**src/rtl/eth_tx_arbiter.sv**
```systemverilog
// Two-requester round-robin scheduler for the byte-wide Ethernet TX FIFO.
// Each granted packet is written as a 16-bit length header (MSB first) followed by its payload.
module eth_tx_arbiter #(
  parameter int unsigned MAX_LEN = 1514
) (
  input  logic        clk_i,
  input  logic        rst_i,
  input  logic        req0_i,
  input  logic [15:0] len0_i,
  input  logic [7:0]  data0_i,
  output logic        rd0_o,
  output logic        grant0_o,
  output logic        done0_o,
  output logic        err0_o,
  output logic        abort0_o,
  input  logic        req1_i,
  input  logic [15:0] len1_i,
  input  logic [7:0]  data1_i,
  output logic        rd1_o,
  output logic        grant1_o,
  output logic        done1_o,
  output logic        err1_o,
  output logic        abort1_o,
  output logic [7:0]  tx_data_o,
  output logic        tx_wr_en_o,
  input  logic        tx_full_i,
  input  logic        tx_reset_i
);

  typedef enum logic [2:0] {IDLE, CHECK, HDR_HI, HDR_LO, DATA, FINISH} state_t;

  localparam logic [15:0] MaxLen = 16'(MAX_LEN);

  state_t      state_q;
  logic [1:0]  grant_q;
  logic        last_q;
  logic [15:0] len_q;
  logic [15:0] cnt_q;
  logic        done_q;
  logic        err_q;

  logic        pick1;
  logic [15:0] win_len;
  logic        in_write;
  logic        wr_en;
  logic        abort;

  always_comb begin
    // NOTE: every always_comb output gets a default first so no latch is inferred.
    pick1     = req1_i && (!req0_i || !last_q);
    win_len   = pick1 ? len1_i : len0_i;
    in_write  = (state_q == HDR_HI) || (state_q == HDR_LO) || (state_q == DATA);
    wr_en     = in_write && !tx_full_i && !tx_reset_i;
    // A rejected packet already reports err during CHECK, so it never also aborts.
    abort     = tx_reset_i && (in_write || (state_q == CHECK && !err_q));
    tx_data_o = '0;
    case (state_q)
      HDR_HI:  tx_data_o = len_q[15:8];
      HDR_LO:  tx_data_o = len_q[7:0];
      DATA:    tx_data_o = grant_q[1] ? data1_i : data0_i;
      default: tx_data_o = '0;
    endcase
  end

  // Completion pulses are all visible while the grant is still high.
  assign tx_wr_en_o = wr_en;
  assign grant0_o   = grant_q[0];
  assign grant1_o   = grant_q[1];
  assign rd0_o      = wr_en && (state_q == DATA) && grant_q[0];
  assign rd1_o      = wr_en && (state_q == DATA) && grant_q[1];
  assign done0_o    = done_q && grant_q[0];
  assign done1_o    = done_q && grant_q[1];
  assign err0_o     = err_q && grant_q[0];
  assign err1_o     = err_q && grant_q[1];
  assign abort0_o   = abort && grant_q[0];
  assign abort1_o   = abort && grant_q[1];

  always_ff @(posedge clk_i) begin
    if (rst_i) begin
      state_q <= IDLE;
      grant_q <= '0;
      last_q  <= 1'b1;
      len_q   <= '0;
      cnt_q   <= '0;
      done_q  <= 1'b0;
      err_q   <= 1'b0;
    end else begin
      // NOTE: sequential state uses non-blocking assignments so every register sees pre-edge values.
      done_q <= 1'b0;
      err_q  <= 1'b0;
      case (state_q)
        IDLE: begin
          if (!tx_reset_i && (req0_i || req1_i)) begin
            grant_q <= pick1 ? 2'b10 : 2'b01;
            last_q  <= pick1;
            len_q   <= win_len;
            err_q   <= (win_len == '0) || (win_len > MaxLen);
            state_q <= CHECK;
          end
        end
        CHECK: begin
          if (err_q || tx_reset_i) begin
            grant_q <= '0;
            state_q <= IDLE;
          end else begin
            state_q <= HDR_HI;
          end
        end
        HDR_HI: begin
          if (tx_reset_i) begin
            grant_q <= '0;
            state_q <= IDLE;
          end else if (wr_en) begin
            state_q <= HDR_LO;
          end
        end
        HDR_LO: begin
          if (tx_reset_i) begin
            grant_q <= '0;
            state_q <= IDLE;
          end else if (wr_en) begin
            cnt_q   <= len_q;
            state_q <= DATA;
          end
        end
        DATA: begin
          if (tx_reset_i) begin
            grant_q <= '0;
            state_q <= IDLE;
          end else if (wr_en) begin
            cnt_q <= cnt_q - 16'd1;
            if (cnt_q == 16'd1) begin
              done_q  <= 1'b1;
              state_q <= FINISH;
            end
          end
        end
        FINISH: begin
          grant_q <= '0;
          state_q <= IDLE;
        end
        default: begin
          grant_q <= '0;
          state_q <= IDLE;
        end
      endcase
    end
  end

endmodule

```
**config.mk**
```make
export PLATFORM = sky130hd
export DESIGN_NAME = eth_tx_arbiter
export DESIGN_NICKNAME = d
export VERILOG_FILES = /design/src/rtl/eth_tx_arbiter.sv
export SDC_FILE = /design/constraint.sdc
export NUM_CORES = 1
export LEC_CHECK = 0
export CORE_MARGIN = 3
export CORE_UTILIZATION = 45
export CTS_BUF_LIST = sky130_fd_sc_hd__clkbuf_4 sky130_fd_sc_hd__clkbuf_8
export DETAILED_ROUTE_END_ITERATION = 8
export MAX_ROUTING_LAYER = met4
export PLACE_DENSITY = 0.75
export SLEW_MARGIN = 20
export SYNTH_ARGS = -nofsm -noshare
export SYNTH_HDL_FRONTEND = slang
export SYNTH_SLANG_ARGS = --single-unit
```
**constraint.sdc**
```tcl
create_clock -name clk_i -period 1.8 [get_ports clk_i]
set_input_delay 0.18 -clock clk_i [delete_from_list [all_inputs] [get_ports clk_i]]
set_output_delay 0.18 -clock clk_i [all_outputs]
set_load 0.01 [all_outputs]
```
==> results.sh, run 1 <==
export IMPL_syn2layout_area_growth_pct=57.9
export IMPL_detail_route_wirelength_um=9190
export IMPL_hold_class="flip-flop to flip-flop"
export IMPL_fmax_mhz=518
export IMPL_antenna_found_initial=0
export IMPL_met2_length_um=4600
export IMPL_routabilityCongestion=0.899
export IMPL_grt_pass1_vias=3059
export IMPL_setup_slack_ps=-129
export IMPL_placed_cell_area_um2=3720
export IMPL_yosys_warnings=0
export IMPL_path_clk_slew_ps=80
export IMPL_synth_avg_cell_area_um2=7.44
export IMPL_grt_max_degree=34
export IMPL_cts_hold_fix_buffers=0
export IMPL_cts_tree="built"
export IMPL_start_util=0.481
export IMPL_die_area_um2=6610
export IMPL_period_minus_slack_ps=1930
export IMPL_total_power_w=0.00257
export IMPL_core_area_um2=5300
export IMPL_ioPinCount=73
export IMPL_grt_usage=0.287
export IMPL_crit_type="flip-flop to flip-flop"
export IMPL_cts_root_buffer="clkbuf_8"
export IMPL_r2r_start="cnt_q[8]"
export IMPL_hold_start="cnt_q[1]"
export IMPL_rows=26
export IMPL_pre_cts_ws_ps=-133
export IMPL_cts_sinks=40
export IMPL_required_ps=1990
export IMPL_layout_commonest_cell="clkdlybuf4s50_1"
export IMPL_final_cell_mix="clkdlybuf4s50_1 (58), buf_4 (54), nor2_1 (49)"
export IMPL_violations="setup timing"
export IMPL_fin_area_um2=4030
export IMPL_layout_drive_gt1_share=0.264
export IMPL_port_buffers=72
export IMPL_p_leak_nw=1.58
export IMPL_firstDrtPassIters=6
export IMPL_final_setup_skew_ps=6.57
export IMPL_worstPathMaxFanout=2
export IMPL_syn_nets=399
export IMPL_hold_viol=0
export IMPL_ctsLongestPathBuffers=2
export IMPL_grt_pass1_wl_um=14400
export IMPL_final_setup_viol_count=10
export IMPL_fillers=375
export IMPL_synth_seq_cells=40
export IMPL_multiInputGateArea_um2=1780
export IMPL_maxCapViolations=0
export IMPL_top_signal_layer_used="met4"
export IMPL_antenna_cells=0
export IMPL_synth_cell_types=52
export IMPL_worst_pin_slew_ps=571
export IMPL_ys_seq_area_frac=0.314
export IMPL_fin_crit_sh=1.07
export IMPL_numCtsBuffers=5
export IMPL_regArea_um2=807
export IMPL_start_kind="flip-flop"
export IMPL_syn_cell_area_um2=2550
export IMPL_drc=0
export IMPL_cts_max_level=2
export IMPL_startpoint="cnt_q[8]"
export IMPL_rsz0062_at_grt="true"
export IMPL_grt_ovfl_total=0
export IMPL_die_h_um=81.3
export IMPL_wl_met3_um=528
export IMPL_drv_slew=0
export IMPL_peakVddDrop_mv=0.530
export IMPL_status="complete, but fails checks"
export IMPL_vias=3199
export IMPL_dp_hpwl_um=6990
export IMPL_clk_latency_ps=300
export IMPL_synthCells=343
export IMPL_wl_met1_um=3940
export IMPL_power_density_nw_per_um2=637
export IMPL_crit_path_end_kind="flip-flop"
export IMPL_chipWidth_um=81.3
export IMPL_wire_per_inst_um=17.3
export IMPL_cp_arrival_ps=2120
export IMPL_drt_initial_drc_count=245
export IMPL_ant_nets=0
export IMPL_vias_per_cell=6.01
export IMPL_num_nets_final=517
export IMPL_slew_headroom=0.619
## metrics by stage
stage | cells | setup TNS, ps | util | hold slack [ps]
floorplan | 343 | -39.1 | - | 339
global placement | 518 | -1490 | 0.702 | 468
detailed placement | 518 | -2170 | 0.702 | 485
CTS | 529 | -274 | 0.736 | 485
global route | 532 | -1490 | 0.760 | 500
finish | 532 | -521 | 0.760 | 486
## sequential cells by signal (all words and copies together) (netlist names)
name,count
done_q,1
last_q,1
grant_q,2
err_q,1
cnt_q,16
state_q,3
len_q,16
## cell usage after synthesis, drive strengths merged
cell type / instances / area [um2]
mux2i: 16 / 160
o22ai: 9 / 56.3
a22oi: 5 / 37.5
or4: 2 / 18.8
o2111ai: 1 / 8.76
a41o: 1 / 10.0
o21ai: 9 / 45.0
a31oi: 4 / 25.0
nand2b: 2 / 12.5
nor2: 51 / 191
o21a: 2 / 15.0
a2bb2oi: 1 / 8.76
dfxtp: 40 / 801
a21boi: 2 / 15.0
or4b: 1 / 10.0
buf: 7 / 37.5
o211ai: 2 / 15.0
or3: 4 / 25.0
a21o: 4 / 30.0
ha: 2 / 25.0
a21oi: 21 / 105
or3b: 1 / 8.76
and3b: 1 / 8.76
nand3: 8 / 40.0
o21bai: 2 / 15.0
nor2b: 2 / 12.5
and2: 3 / 18.8
and3: 2 / 12.5
nor3b: 1 / 12.5
mux2: 2 / 22.5
clkbuf: 18 / 67.6
a222oi: 1 / 10.0
a32oi: 2 / 17.5
o31ai: 3 / 22.5
xor2: 1 / 8.76
nor4: 15 / 109
inv: 7 / 26.3
nor3: 10 / 61.3
nand4: 6 / 37.5
nand2: 49 / 186
o31a: 1 / 8.76
maj3: 1 / 10.0
a221oi: 1 / 8.76
a311oi: 18 / 158
nand3b: 2 / 15.0
## where the power goes
part	switching [W]	total, W	leakage [nW]	internal, W
sequential	0.0000804	0.00104	0.329	0.000962
combinational	0.000435	0.000884	1.21	0.000450
clock	0.000330	0.000640	0.0434	0.000310
## logic make-up (layout without fill, tap and decap cells)
family,after synthesis,count (layout),synth area share
and+or+nand+nor,160,160,0.306
AOI/OAI and AO/OA,89,89,0.240
DFF,40,40,0.314
buffers and inverters,32,151,0.0515
muxes,18,18,0.0716
adders and majority gates,3,3,0.0137
xor gates and xnor gates,1,1,0.00343
## final timing paths
path           endpoint  slack, ps  cells past startpoint
min            cnt_q[1]        490                      2
min reg2reg    cnt_q[1]        490                      2
max reg2reg  state_q[0]       -130                      5
max          state_q[0]       -130                      5
## critical path, stage by stage, from the launching register on
cell and delay (ps):
dfxtp_1 320, or4_4 560, nor2_2 100, nand4_1 170, a311oi_2 340, mux2_4 330
## per-layer routing
layer | global-route usage | up-vias
li1 | - | 1508
met1 | 0.349 | 1520
met2 | 0.490 | 153
met3 | 0.0322 | 18
met4 | 0.101 | 0
met5 | - | -
## cell type report
class                      instances  share of cell area
multi-input combinational        271               0.441
clock inverter                     2             0.00373
inverter                           7             0.00652
clock buffer                       6              0.0205
sequential                        40               0.200
timing repair buffer             136               0.306
tap                               70              0.0217
## what timing repair did
action | 4_1_cts | 5_1_grt
gates resized for setup | 65 | 26
cloned | 0 | 1
hold endpoints to repair | 0 | 0
setup endpoints to repair | 23 | 21
pin swaps | 7 | 16
setup buffers | 3 | 2
(Power assumes the default switching activity.)
==> inputs of run 2 (changes only) <==
SLEW_MARGIN = 10   (was 20)
==> results of run 2 <==
Same layout as run 1: the final DEF is identical, and so are final timing and power.
